[src/rtl/block_manager.sv]
// Brick-wall game state: alive mask, score, lives, level and the IDLE/PLAY/CLEAR/GAME_OVER machine.
// Hits are serviced one per cycle (lowest index first); all outputs are registered, and there is no backpressure.
module block_manager #(
   parameter int NUM_BLOCKS     = 10,
   parameter int SCORE_W        = 16,
   parameter int POINTS         = 1,
   parameter int LIVES          = 3,
   parameter int RESPAWN_CYCLES = 1000
) (
   input  logic                  clk,
   input  logic                  rst,
   input  logic [NUM_BLOCKS-1:0] collide,
   input  logic                  game_start,
   input  logic                  ball_lost,
   output logic [NUM_BLOCKS-1:0] alive,
   output logic                  bounce,
   output logic [3:0]            hit_index,
   output logic [3:0]            blocks_left,
   output logic [SCORE_W-1:0]    score,
   output logic [2:0]            lives,
   output logic [3:0]            level,
   output logic                  playing,
   output logic                  level_clear,
   output logic                  game_over
);
   localparam int CNT_W = (RESPAWN_CYCLES > 1) ? $clog2(RESPAWN_CYCLES) : 1;

   typedef enum logic [1:0] {IDLE, PLAY, CLEAR, GAME_OVER} state_t;

   state_t                state_q, state_d;
   logic [NUM_BLOCKS-1:0] alive_q, alive_d;
   logic                  bounce_q, bounce_d;
   logic [3:0]            hit_index_q, hit_index_d;
   logic [3:0]            blocks_left_q, blocks_left_d;
   logic [SCORE_W-1:0]    score_q, score_d;
   logic [2:0]            lives_q, lives_d;
   logic [3:0]            level_q, level_d;
   logic [CNT_W-1:0]      cnt_q, cnt_d;
   logic                  playing_q, playing_d;
   logic                  level_clear_q, level_clear_d;
   logic                  game_over_q, game_over_d;

   logic                  hit_vld;
   logic [3:0]            hit_idx;
   logic [NUM_BLOCKS-1:0] hit_mask;
   logic [SCORE_W:0]      score_sum;

   // Lowest-index pending hit; a collide on an already-dead block is ignored.
   always_comb begin
      hit_vld  = 1'b0;
      hit_idx  = 4'd0;
      hit_mask = '0;
      for (int i = 0; i < NUM_BLOCKS; i++) begin
         if (!hit_vld && collide[i] && alive_q[i]) begin
            hit_vld     = 1'b1;
            hit_idx     = 4'(i);
            hit_mask[i] = 1'b1;
         end
      end
   end

   assign score_sum = {1'b0, score_q} + (SCORE_W+1)'(POINTS);

   always_comb begin
      state_d       = state_q;
      alive_d       = alive_q;
      bounce_d      = 1'b0;
      hit_index_d   = hit_index_q;
      blocks_left_d = blocks_left_q;
      score_d       = score_q;
      lives_d       = lives_q;
      level_d       = level_q;
      cnt_d         = cnt_q;
      case (state_q)
         IDLE, GAME_OVER: begin
            if (game_start) begin
               alive_d       = '1;
               blocks_left_d = 4'(NUM_BLOCKS);
               score_d       = '0;
               lives_d       = 3'(LIVES);
               level_d       = 4'd1;
               state_d       = PLAY;
            end
         end
         PLAY: begin
            if (hit_vld) begin
               alive_d       = alive_q & ~hit_mask;
               bounce_d      = 1'b1;
               hit_index_d   = hit_idx;
               score_d       = score_sum[SCORE_W] ? '1 : score_sum[SCORE_W-1:0];
               blocks_left_d = blocks_left_q - 4'd1;
            end
            if (ball_lost) lives_d = lives_q - 3'd1;
            // Losing the last life outranks clearing the wall on the same edge.
            if (ball_lost && lives_q == 3'd1) begin
               alive_d       = '0;
               blocks_left_d = 4'd0;
               state_d       = GAME_OVER;
            end else if (hit_vld && blocks_left_q == 4'd1) begin
               cnt_d   = CNT_W'(RESPAWN_CYCLES - 1);
               state_d = CLEAR;
            end
         end
         CLEAR: begin
            if (cnt_q == '0) begin
               alive_d       = '1;
               blocks_left_d = 4'(NUM_BLOCKS);
               level_d       = (level_q == 4'd15) ? 4'd15 : level_q + 4'd1;
               state_d       = PLAY;
            end else begin
               cnt_d = cnt_q - CNT_W'(1);
            end
         end
         default: state_d = IDLE;
      endcase
      playing_d     = (state_d == PLAY);
      level_clear_d = (state_d == CLEAR);
      game_over_d   = (state_d == GAME_OVER);
   end

   always_ff @(posedge clk) begin
      if (rst) begin
         state_q       <= IDLE;
         alive_q       <= '0;
         bounce_q      <= 1'b0;
         hit_index_q   <= 4'd0;
         blocks_left_q <= 4'd0;
         score_q       <= '0;
         lives_q       <= 3'(LIVES);
         level_q       <= 4'd1;
         cnt_q         <= '0;
         playing_q     <= 1'b0;
         level_clear_q <= 1'b0;
         game_over_q   <= 1'b0;
      end else begin
         state_q       <= state_d;
         alive_q       <= alive_d;
         bounce_q      <= bounce_d;
         hit_index_q   <= hit_index_d;
         blocks_left_q <= blocks_left_d;
         score_q       <= score_d;
         lives_q       <= lives_d;
         level_q       <= level_d;
         cnt_q         <= cnt_d;
         playing_q     <= playing_d;
         level_clear_q <= level_clear_d;
         game_over_q   <= game_over_d;
      end
   end

   assign alive       = alive_q;
   assign bounce      = bounce_q;
   assign hit_index   = hit_index_q;
   assign blocks_left = blocks_left_q;
   assign score       = score_q;
   assign lives       = lives_q;
   assign level       = level_q;
   assign playing     = playing_q;
   assign level_clear = level_clear_q;
   assign game_over   = game_over_q;
endmodule
[config.mk]
export PLATFORM = sky130hd
export DESIGN_NAME = block_manager
export DESIGN_NICKNAME = d
export VERILOG_FILES = /design/src/rtl/block_manager.sv
export SDC_FILE = /design/constraint.sdc
export NUM_CORES = 1
export LEC_CHECK = 0
export ABC_AREA = 0
export CAP_MARGIN = 20
export CORE_MARGIN = 10
export CORE_UTILIZATION = 56
export CTS_CLUSTER_SIZE = 12
export DETAILED_ROUTE_END_ITERATION = 8
export HOLD_SLACK_MARGIN = 0.08
export PLACE_DENSITY = 0.95
export SLEW_MARGIN = 20
export SYNTH_ARGS = -nofsm -noshare
export SYNTH_HDL_FRONTEND = slang
export SYNTH_SLANG_ARGS = --single-unit
[constraint.sdc]
create_clock -name clk -period 5 [get_ports clk]
set_input_delay 1.25 -clock clk [delete_from_list [all_inputs] [get_ports clk]]
set_output_delay 1.25 -clock clk [all_outputs]
set_load 0.02 [all_outputs]
==> qor.txt <==
Met1 Resource Use GR: 24.1%
Remaining Overflow, GRT: 0
Max Root-Sink Buffers: 2
Share of the yosys chip area belonging to registers: 36.6%
R2r startpoint: state_q[0]
Max-slew violations: 0
Post-synthesis cell type count: 60
Core ar.: 5470 sq um
Busiest grt layer: met2
Syn_area_per_cell: 7.92 sq um
Gr usage total: 20.2%
Cell Area, Synth: 3120 sq um
Crit. End Element: flop
Pre-antenna DRT Iters: 8
Crit path kind: in2reg
CTS Sinks: 57
Worst R2R Path Depth: 7
Leak pwr: 1.42 nW
Final hold vios: 0
PwrDens: 318 nW/um^2
Fin Clk Skew: 0.00816 ns
Wire per inst: 17.3 um
VDD IR max: 0.248 mV
Initial antenna violation count: 0
Clk root buf: clkbuf_8
Dominant synthesized flop cell: dfxtp_1
FF+latch area: 1140 sq um
GPL Wtd Cong: 0.915
Final net count: 470
TNS Setup: 0 ns
Post-layout min period: 3.66 ns
DRT Wirelength: 9030 um
Layout Area Growth over Synthesis: 24.3%
Crit. Startpoint: collide[7]
Layout cells sized above 1: 5.35%
Terminus of the critical flop-to-flop path: alive[4]
Htree depth: 3
Initial DRC count: 395
Final worst-path cycle share: 73.3%
Filler instances: 413
Setup crit end: alive[6]
FF+latch count, synth: 57
# resized after CTS: 0
CTS tree: built
Synth top area cells: dfxtp_1 37%, nand2_1 6.1%, a21oi_1 5.3%
Post-Syn Nets: 417
Die Area: 8960 sq um
First-pass GRT wire length: 14700 um
Routed Antenna Nets: 0
Critical path data arrival time: 3.92 ns
Synthesis Warnings: 0
Met2 Usage GRT: 31.9%
Postcts setup bufs: 0
Measured slew at the worst slew-check pin: 0.902 ns
Total power: 1.23 mW
R2R Setup Slk: 2.15 ns
Via count: 3391
# diodes: 0
# hold bufs at CTS: 0
Fmax: 273 MHz
Die width: 94.7 um
Core Rows: 27
Leading area contributor after synthesis: dfxtp_1
Vias/cell: 6.51
Number of port buffers: 58
Min-Delay Path Class: reg2reg
Multi-input logic area: 1840 sq um
Largest net degree at the start of global routing: 37
Met3 Usage GRT: 6.98%
Status: finished clean
Vias in the first global route: 3108
Setup Viol. Count Final: 0
Final HPWL DP: 6440 um
Reg clk slew, reported paths: 0.06 ns
Worst endpoint required time: 5.26 ns
Clk Latency, worst-skew pair: 0.35 ns
I/O pin count: 59
Yosys top cell area share: 36.6%
Die Y: 94.7 um
Ys async rst share: 0%
Max-cap violations: 0
Rel. slew slack: 39.5%
Post-synth EDFFs: 0
RSZ-0062 raised after global routing: no
CP max FO: 12
Total CTS buffers: 9
Syn Inst Count: 394
DRC errors left: 0
Initial Util: 57.0%
Worst setup SP type: input pin
-- cell usage after synthesis (3+ instances only) --
library cell and instances:
ha_1 9, inv_1 14, nor4b_1 4, a31oi_1 10, a41oi_1 3, nand2b_1 4
and3_1 8, or3_1 5, a311oi_1 9, clkbuf_1 13, and4_1 4, nand4_1 9
a211oi_1 11, a21oi_1 33, buf_2 3, o21ai_0 22, dfxtp_1 57, nand2_1 51
nand3_1 13, o32ai_1 5, o211ai_1 4, nor3_1 24, a22oi_1 4, nor2_1 33
-- per-layer routing --
metal / vias up / wire length (um)
met4: 0 / 167
met5: - / 0
li1: 1593 / -
met1: 1584 / 3790
met2: 194 / 4230
met3: 20 / 839
-- power breakdown --
group	internal [mW]	switching, mW	total, mW
clock	0.184	0.174	0.358
combinational	0.130	0.216	0.345
sequential	0.490	0.0405	0.530
-- flip-flops by register name (all words and copies together), names as in the netlist, 2 cells and up --
signal / count
state_q: 2
score: 16
blocks_left: 4
lives: 3
hit_index: 4
alive: 10
level: 4
cnt_q: 10
-- worst min-delay path by stage --
stage / from / end / cells after the start
5_1_grt: hit_index[1] / hit_index[1] / 2
6_report: hit_index[1] / hit_index[1] / 2
4_1_cts: hit_index[1] / hit_index[1] / 2
2_1_floorplan: cnt_q[0] / cnt_q[0] / 1
3_5_place_dp: hit_index[1] / hit_index[1] / 2
3_3_place_gp: hit_index[1] / hit_index[1] / 2
-- per-stage QoR --
step                setup slack (ns)  cells  util (%)  hold WS [ns]  instance area [sq um]
floorplan                       2.18    394         -         0.465                   3120
global route                    1.19    521      70.9         0.488                   3880
global placement                1.23    508      68.1         0.448                   3720
finish                          1.34    521      70.9         0.478                   3880
CTS                             1.35    521      70.9         0.480                   3880
detailed placement             0.964    508      68.2         0.472                   3730
-- cells in the final DEF (no fill, tap or decap), types with 5 or more instances in the layout --
cell,n
a211oi_1,11
a21oi_1,33
a311oi_1,9
a31oi_1,9
and3_1,8
clkbuf_8,10
clkdlybuf4s50_1,58
dfxtp_1,57
ha_1,9
inv_1,14
nand2_1,51
nand3_1,13
nand4_1,9
nor2_1,33
nor3_1,24
o21ai_0,22
o32ai_1,5
or3_1,5
-- layout make-up --
| cell class | instances | area share, % |
|---|---|---|
| clock inverter | 1 | 0.129 |
| clock buffer | 12 | 3.74 |
| sequential | 57 | 29.4 |
| tap | 72 | 2.32 |
| timing repair buffer | 61 | 15.5 |
| multi-input combinational | 303 | 47.4 |
| inverter | 15 | 1.45 |
-- logic make-up (layout without fill, tap and decap cells) --
kind of cell / after synthesis / after routing / synth area share [%]
AND/OR/NAND/NOR: 168 / 168 / 27.1
AO/OA/AOI/OAI: 123 / 123 / 27.1
flip-flops: 57 / 57 / 36.6
buffers and inverters: 34 / 89 / 4.69
adder cells (fa/ha/maj): 9 / 9 / 3.61
multiplexers: 2 / 2 / 0.681
XOR/XNOR: 1 / 1 / 0.281
-- worst max-delay path: stages --
cell,delay [ns]
clkdlybuf4s50_1,0.49
a222oi_1,0.68
nand4_2,0.40
o211ai_2,0.59
nor2_1,0.23
a211oi_1,0.27
No activity file was read; power rests on OpenSTA's default activity.
